--- config.mk ---
export PLATFORM = sky130hd
export DESIGN_NAME = watch_dp
export DESIGN_NICKNAME = d
export VERILOG_FILES = /design/src/rtl/watch_pkg.sv /design/src/rtl/tick_gen.sv /design/src/rtl/watch_dp.sv
export SDC_FILE = /design/constraint.sdc
export NUM_CORES = 1
export LEC_CHECK = 0
export BUFFER_PORTS_ARGS = -buffer_cell sky130_fd_sc_hd__buf_2
export CAP_MARGIN = 10
export CORE_ASPECT_RATIO = 0.75
export CORE_MARGIN = 2
export CORE_UTILIZATION = 24
export CTS_CLUSTER_SIZE = 24
export DETAILED_ROUTE_END_ITERATION = 7
export PLACE_DENSITY = 0.48
export SETUP_SLACK_MARGIN = 0.3
export SYNTH_ARGS = -nofsm -noshare
export SYNTH_HDL_FRONTEND = slang
export SYNTH_HIERARCHICAL = 1
export SYNTH_SLANG_ARGS = --single-unit
--- constraint.sdc ---
create_clock -name clk -period 5.05 [get_ports clk]
set_input_delay 0.7575 -clock clk [delete_from_list [all_inputs] [get_ports clk]]
set_output_delay 0.7575 -clock clk [all_outputs]
set_load 0.02 [all_outputs]
--- src/rtl/watch_pkg.sv ---
// rtl/watch_pkg.sv - field limits, widths and types shared by the watch datapath
package watch_pkg;

  localparam int unsigned MSEC_MAX = 99;
  localparam int unsigned SEC_MAX  = 59;
  localparam int unsigned MIN_MAX  = 59;
  localparam int unsigned HOUR_MAX = 23;

  localparam int MSEC_W = 7;
  localparam int SEC_W  = 6;
  localparam int MIN_W  = 6;
  localparam int HOUR_W = 5;

  typedef logic [MSEC_W-1:0] msec_t;
  typedef logic [SEC_W-1:0]  sec_t;
  typedef logic [MIN_W-1:0]  min_t;
  typedef logic [HOUR_W-1:0] hour_t;

endpackage

--- src/rtl/tick_gen.sv ---
// rtl/tick_gen.sv - free-running divider, one-cycle o_tick every FCOUNT clk cycles
module tick_gen #(
  parameter int FCOUNT = 1_000_000
) (
  input  logic clk,
  input  logic reset,
  output logic o_tick
);

  localparam int CW = (FCOUNT > 1) ? $clog2(FCOUNT) : 1;
  localparam logic [CW-1:0] LAST = CW'(FCOUNT - 1);

  logic [CW-1:0] cnt;

  assign o_tick = (cnt == LAST);

  always_ff @(posedge clk) begin
    if (reset) begin
      cnt <= '0;
    end else if (o_tick) begin
      cnt <= '0;
    end else begin
      cnt <= cnt + CW'(1);
    end
  end

endmodule

--- src/rtl/watch_dp.sv ---
// rtl/watch_dp.sv - hh:mm:ss.cc counter chain with manual adjust ticks
// WATCH_ADJ_CARRY_EN: when defined, manual-tick wraps of sec/min carry onward.
module watch_dp
  import watch_pkg::*;
#(
  parameter int FCOUNT    = 1_000_000,
  parameter int INIT_HOUR = 12
) (
  input  logic              clk,
  input  logic              reset,
  input  logic              tick_sec,
  input  logic              tick_min,
  input  logic              tick_hour,
  output logic [MSEC_W-1:0] msec,
  output logic [SEC_W-1:0]  sec,
  output logic [MIN_W-1:0]  min,
  output logic [HOUR_W-1:0] hour
);

  localparam msec_t MSEC_TOP  = msec_t'(MSEC_MAX);
  localparam sec_t  SEC_TOP   = sec_t'(SEC_MAX);
  localparam min_t  MIN_TOP   = min_t'(MIN_MAX);
  localparam hour_t HOUR_TOP  = hour_t'(HOUR_MAX);
  localparam hour_t HOUR_INIT = hour_t'(INIT_HOUR);

  logic tick_100hz;
  logic c_msec;
  logic sec_en, sec_wrap, c_sec;
  logic min_en, min_wrap, c_min;
  logic hour_en, hour_wrap;

  tick_gen #(
    .FCOUNT(FCOUNT)
  ) u_tick_gen (
    .clk   (clk),
    .reset (reset),
    .o_tick(tick_100hz)
  );

  // >= rather than == so a field can never sit outside its range
  assign c_msec    = tick_100hz && (msec >= MSEC_TOP);
  assign sec_en    = c_msec || tick_sec;
  assign sec_wrap  = sec_en && (sec >= SEC_TOP);
  assign min_en    = c_sec || tick_min;
  assign min_wrap  = min_en && (min >= MIN_TOP);
  assign hour_en   = c_min || tick_hour;
  assign hour_wrap = hour_en && (hour >= HOUR_TOP);

`ifdef WATCH_ADJ_CARRY_EN
  assign c_sec = sec_wrap;
  assign c_min = min_wrap;
`else
  // only a wrap driven by the lower field's carry propagates upward
  assign c_sec = sec_wrap && c_msec;
  assign c_min = min_wrap && c_sec;
`endif

  always_ff @(posedge clk) begin
    if (reset) begin
      msec <= '0;
      sec  <= '0;
      min  <= '0;
      hour <= HOUR_INIT;
    end else begin
      if (tick_100hz) msec <= c_msec ? '0 : msec + msec_t'(1);
      if (sec_en)     sec  <= sec_wrap ? '0 : sec + sec_t'(1);
      if (min_en)     min  <= min_wrap ? '0 : min + min_t'(1);
      if (hour_en)    hour <= hour_wrap ? '0 : hour + hour_t'(1);
    end
  end

endmodule

==> metrics, run 1 <==
worst-margin pin slew 792 ps; clock transition at the registers of the reported paths 60 ps; endpoint required time on the critical path 5260 ps; pre-CTS setup slack 2390 ps; register area share after synthesis 0.383; worst skew pair latency 290 ps; max incr delay on CP 580 ps; DP Wirelength 3860 um; most frequent cells in the layout dfxtp_1, nor2_1, buf_2; storage element area 881 sq um; Die X 117 um; top cell type's share of synthesized area 0.383; IO buf count 28; crit-path cells nand3_1 > or4b_4 > nor3_1 > buf_4 > nand3_1 > a211oi_1 > o21ai_1 > a221oi_2; synth unique cells 54; number of CTS-inserted buffers 5; Wirelength per Cell 12.6 um; number of global-route vias before repair 1848; post_cts resized 0; Startpoint Class register; Worst Setup SP u_tick_gen/cnt[16]; # setup viols final 0; Synth area leader dfxtp_1; RR Startpoint u_tick_gen/cnt[16]; ANT nets after route 0; crit path time final 2680 ps; outcome finished, final reports clean; Primary FF master, synth dfxtp_1; Setup Crit Path Kind register to register; Pre-antenna DRT Iters 4; leakage 0.941 nW; Largest delay share family, worst path simple AND/OR/NAND/NOR gates; core area 9200 sq um; Initial DRC Count 83; reg2reg end min[3]; Post-synth EDFFs 0; Fillers 986; CTS H-tree depth 2; CP Capture Type register; ant diodes 0; Total Routing Usage GR 0.110; drc violations 0; GP Congestion 0.819; hold buffers post-CTS 0; post-CTS setup buffers 0; Buf/Inv on CP 1; Max clock buf depth 2; antenna violations before repair 0; Synth-to-Final Area Change 18.8%; Synth Cell Area 2300 sq um; largest net degree at the start of global routing 20; Final Max Tran Viols 0; Mapped Cells 262; end of the critical path min[3]; Clock Skew 6.01 ps; Worst Reg-to-Reg Cells 8; vias per cell 4.74; final hold vios 0; Max-slew headroom 0.472; fmax 373 MHz; Max FO, Critical Path 9; first-pass GRT wire length 8970 um; Top Ports 29; cell mode on critical path nand3_1; Setup TNS 0 ps; largest cells by area after synthesis dfxtp_1, nor2_1, xnor2_1; max cap viols 0; critical path depth in cells 8; Min Hold Slack 460 ps; Reg2Reg Setup Slack 2370 ps; clock root cell clkbuf_16; syn avg cell area 8.79 sq um; Syn. warnings 6; Tot Pwr 0.729 mW; RSZ-0062 raised after global routing no; setup ws final 2370 ps; gr ovfl total 0; VDD IR max 0.000114 V; via count 2004; Synth Net Count 272; asr flop ratio synth 0; Total Routed Length 5330 um; hold crit path type register to register; most common cell after layout, fill and taps aside dfxtp_1; CTS tree done; CP arrival 2890 ps; ratio of cells with drive above 1 in the final layout 0.203; clk sinks 44; Initial Util 0.250; Final period util 0.531; area of the multi-input gates 1320 sq um; Die Ht 88.8 um; Pwr per Cell Area 266 nW/um^2; synthesis-stage register bit count 44; # rows 30; Final #Nets 304; Die ar. 10400 sq um; slowest library cell on the worst path a211oi_1
-- Yosys cell counts, drive strengths merged, types with 2 or more instances --
| cell | instances |
|---|---|
| nor3 | 4 |
| buf | 2 |
| nand2 | 14 |
| xor2 | 5 |
| o221ai | 2 |
| nand4 | 12 |
| o22ai | 2 |
| a221oi | 5 |
| nor2 | 36 |
| nand3 | 23 |
| a21o | 2 |
| a21oi | 15 |
| dfxtp | 44 |
| ha | 5 |
| clkbuf | 2 |
| and3 | 4 |
| xnor2 | 15 |
| o21ai | 9 |
| inv | 20 |
| nor4 | 7 |
| o2111a | 2 |
| or4b | 2 |
| o211ai | 4 |
| o2111ai | 7 |
| or4 | 2 |
| o31ai | 2 |
-- power by group --
group          internal (mW)  switching, mW
combinational         0.0131         0.0257
sequential             0.353        0.00744
clock                  0.195          0.134
-- cell type report --
type,instances,share of cell area
multi-input cells,194,0.484
inverters,20,0.0274
repair buffers,29,0.0540
well taps,128,0.0586
flip-flops and latches,44,0.322
clock buffers,6,0.0508
clock inverters,2,0.00366
-- registers in the layout, indices dropped and copies added (netlist names) --
name and flops:
hour 5, min 6, msec 7, u_tick_gen/cnt 20, sec 6
-- worst register-to-register path, cell delays in order (launching register included) --
cell and delay, ps:
dfxtp_1 430, nand3_1 150, or4b_4 560, nor3_1 150, buf_4 180, nand3_1 150, a211oi_1 580, o21ai_1 140
a221oi_2 270
-- metal layers --
| metal | share of wire | wire (um) | track usage | vias up |
|---|---|---|---|---|
| li1 | - | - | - | 1040 |
| met3 | 0.045 | 241 | 0.0315 | 7 |
| met2 | 0.41 | 2170 | 0.157 | 43 |
| met1 | 0.53 | 2840 | 0.160 | 914 |
| met5 | 0 | 0 | 0 | - |
| met4 | 0.014 | 72 | 0.0353 | 0 |
-- cell families after synthesis --
family | synth area share
compound gates | 0.218
simple gates | 0.253
fa+ha+maj | 0.0272
xor+xnor | 0.0761
buf+inv | 0.0429
flops | 0.383
-- worst min-delay path by stage --
| stage | from | endpoint | slack, ps | cells after the start |
|---|---|---|---|---|
| after floorplan | u_tick_gen/cnt[0] | u_tick_gen/cnt[0] | 430 | 1 |
| after global placement | u_tick_gen/cnt[0] | u_tick_gen/cnt[0] | 440 | 1 |
| after detailed placement | u_tick_gen/cnt[0] | u_tick_gen/cnt[0] | 450 | 1 |
| after CTS | u_tick_gen/cnt[0] | u_tick_gen/cnt[0] | 470 | 1 |
| after global routing | u_tick_gen/cnt[0] | u_tick_gen/cnt[0] | 480 | 1 |
| final | u_tick_gen/cnt[0] | u_tick_gen/cnt[0] | 460 | 1 |
-- per-stage QoR --
| stage | std cells | cell area (sq um) | util |
|---|---|---|---|
| 2_1_floorplan | 262 | 2300 | - |
| 3_3_place_gp | 415 | 2590 | 0.281 |
| 3_5_place_dp | 415 | 2590 | 0.281 |
| 4_1_cts | 423 | 2740 | 0.297 |
| 5_1_grt | 423 | 2740 | 0.297 |
| 6_report | 423 | 2740 | 0.297 |
(Power assumes the default switching activity.)
==> run 2, diff against run 1 <==
--- a/config.mk
+++ b/config.mk
@@ -12,7 +12,7 @@
 export CORE_UTILIZATION = 24
 export CTS_CLUSTER_SIZE = 24
 export DETAILED_ROUTE_END_ITERATION = 7
-export PLACE_DENSITY = 0.48
+export PLACE_DENSITY = 0.49
 export SETUP_SLACK_MARGIN = 0.3
 export SYNTH_ARGS = -nofsm -noshare
 export SYNTH_HDL_FRONTEND = slang
==> constraint.sdc (replaced) <==
create_clock -name clk -period 2.46 [get_ports clk]
set_input_delay 0.369 -clock clk [delete_from_list [all_inputs] [get_ports clk]]
set_output_delay 0.369 -clock clk [all_outputs]
set_load 0.02 [all_outputs]
==> run 2 against run 1 <==
Utilization increased by 3.1 points; non-clock buffer count increased by 18; critical path type unchanged; clock-buffer cell count unchanged; via count increased by 4.5%; critical path depth unchanged; cell count increased by 4.3%; sequential share of layout area decreased by 2.5 points; sequential power increased by 100%; global-route usage increased by 0.23 points; sequential cell count unchanged; worst setup slack got worse by 2000 ps; combinational power increased by 120%.
==> metrics, run 2 (synthesis gave the netlist of run 1 again) <==
outcome finished, final reports clean; antenna violations before repair 0 (unchanged); RR Startpoint u_tick_gen/cnt[16]; Wirelength per Cell 12.5 um (-1.1%); Worst Setup SP u_tick_gen/cnt[16]; core area 9200 sq um (unchanged); GP Congestion 0.820 (+0.17%); Total Routed Length 5500 um (+3.1%); end of the critical path min[5]; CTS tree done; Final #Nets 322 (+5.9%); Initial DRC Count 195 (+130%); endpoint required time on the critical path 2670 ps (-2590 ps); hold crit path type input pin to register; Max FO, Critical Path 5 (-4); ant diodes 0 (unchanged); clock root cell clkbuf_16; Pre-antenna DRT Iters 4 (unchanged); Worst Reg-to-Reg Cells 8 (unchanged); Initial Util 0.250 (unchanged); Finished Layout Cells 441 (+4.3%); registers with the most flip-flops u_tick_gen/cnt x20, msec x7; Biggest register u_tick_gen/cnt; number of global-route vias before repair 1880 (+1.7%); Setup TNS 0 ps (unchanged); # placed instances 423 (+1.9%); worst skew pair latency 290 ps (about the same); storage element area 896 sq um (+1.7%); Max clock buf depth 2 (unchanged); Fillers 945 (-4.2%); crit path time final 2100 ps (-581 ps); Die Ht 88.8 um (unchanged); VDD IR max 0.000246 V (+120%); ratio of cells with drive above 1 in the final layout 0.304 (+0.100); pre-CTS setup slack 109 ps (-2290 ps); Min Hold Slack 454 ps (-6.58 ps); DP Area 2690 sq um (+4.1%); final hold vios 0 (unchanged); max reg flops 20 (unchanged); Clock Skew 3.99 ps (-2.03 ps); IO buf count 28 (unchanged); Total Routing Usage GR 0.113 (+0.00226); RSZ-0062 raised after global routing yes; number of CTS-inserted buffers 5 (unchanged); Max-slew headroom 0.553 (+0.0806); gr ovfl total 0 (unchanged); largest net degree at the start of global routing 20 (unchanged); Reg2Reg Setup Slack 360 ps (-2010 ps); Final Max Tran Viols 0 (unchanged); clk sinks 44 (unchanged); # setup viols final 0 (unchanged); Die X 117 um (unchanged); Synth-to-Final Area Change 31.2%; fmax 476 MHz (+28%); leakage 1.05 nW (+12%); area of the multi-input gates 1430 sq um (+8.1%); Die ar. 10400 sq um (unchanged); reg2reg end min[5]; Startpoint Class register; # rows 30 (unchanged); Final period util 0.855 (+0.323); drc violations 0 (unchanged); Final Instance Area 3020 sq um (+10%); CTS H-tree depth 2 (unchanged); Setup Crit Path Kind register to register; worst-margin pin slew 665 ps (-127 ps); Top Ports 29 (unchanged); most frequent cells in the layout nor2_1, dfxtp_1, buf_2; clock transition at the registers of the reported paths 60 ps (about the same); vias per cell 4.75 (+0.27%); first-pass GRT wire length 9200 um (+2.5%); max cap viols 0 (unchanged); DP Wirelength 3830 um (-0.67%); setup ws final 357 ps (-2010 ps); CP Capture Type register; Pwr per Cell Area 524 nW/um^2 (+97%); ANT nets after route 0 (unchanged); CP arrival 2310 ps (-580 ps); via count 2095 (+4.5%)
run 2: cell types whose count changed in the layout (fill, tap and decap cells not counted), moves of 2 or more:
cell     change
and3_4       +2
buf_4       +17
dfxtp_1      -8
dfxtp_2      +6
dfxtp_4      +2
nand3_1      -3
nand3_4      +2
run 2: where the power goes:
part / total (mW) / switching (mW) / internal, mW
registers: 0.739 / 0.0159 / 0.723
logic: 0.0839 / 0.0546 / 0.0293
clock network: 0.758 / 0.280 / 0.478
total: 1.58 / 0.351 / 1.23
run 2: cell type report:
class                           instances  area share
Clock inverter                          2      0.0116
Tap cell                              128      0.0530
Sequential cell                        44       0.297
Timing Repair Buffer                   47      0.0978
Inverter                               20      0.0249
Clock buffer                            6      0.0427
Multi-Input combinational cell        194       0.473
run 2: repair_timing:
action	4_1_cts	5_1_grt
pin swaps	11	7
gates cloned	0	0
setup endpoints to repair	14	18
gates resized for setup	4	13
buffers inserted	9	1
hold buffers	0	0
run 2: critical path: stages (launching register included):
cell and delay, ps:
dfxtp_4 350, nand3_4 70, or4b_4 510, nor3_4 180
nand3_2 150, a211oi_2 230, buf_4 170, o2111ai_2 110
a221oi_2 240
run 2: worst min-delay path by stage:
| stage | from | slack (ps) | endpoint | cells after the start |
|---|---|---|---|---|
| floorplan | u_tick_gen/cnt[0] | 430 | u_tick_gen/cnt[0] | 1 |
| global placement | u_tick_gen/cnt[0] | 450 | u_tick_gen/cnt[0] | 1 |
| detailed placement | u_tick_gen/cnt[0] | 450 | u_tick_gen/cnt[0] | 1 |
| CTS | tick_hour | 430 | hour[3] | 3 |
| global route | tick_hour | 450 | hour[3] | 3 |
| finish | tick_hour | 450 | hour[2] | 3 |
run 2: per-layer routing:
| metal | GRT usage | wire (um) |
|---|---|---|
| met5 | 0 | 0 |
| met4 | 0.0449 | 80 |
| met3 | 0.0336 | 268 |
| met1 | 0.160 | 2890 |
| met2 | 0.158 | 2260 |
run 2: metrics by stage:
stage	power (mW)	utilization
5_1_grt	1.65	0.328
3_5_place_dp	0.838	0.293
6_report	1.58	0.328
4_1_cts	1.61	0.321
3_3_place_gp	0.837	0.293
2_1_floorplan	0.809	-
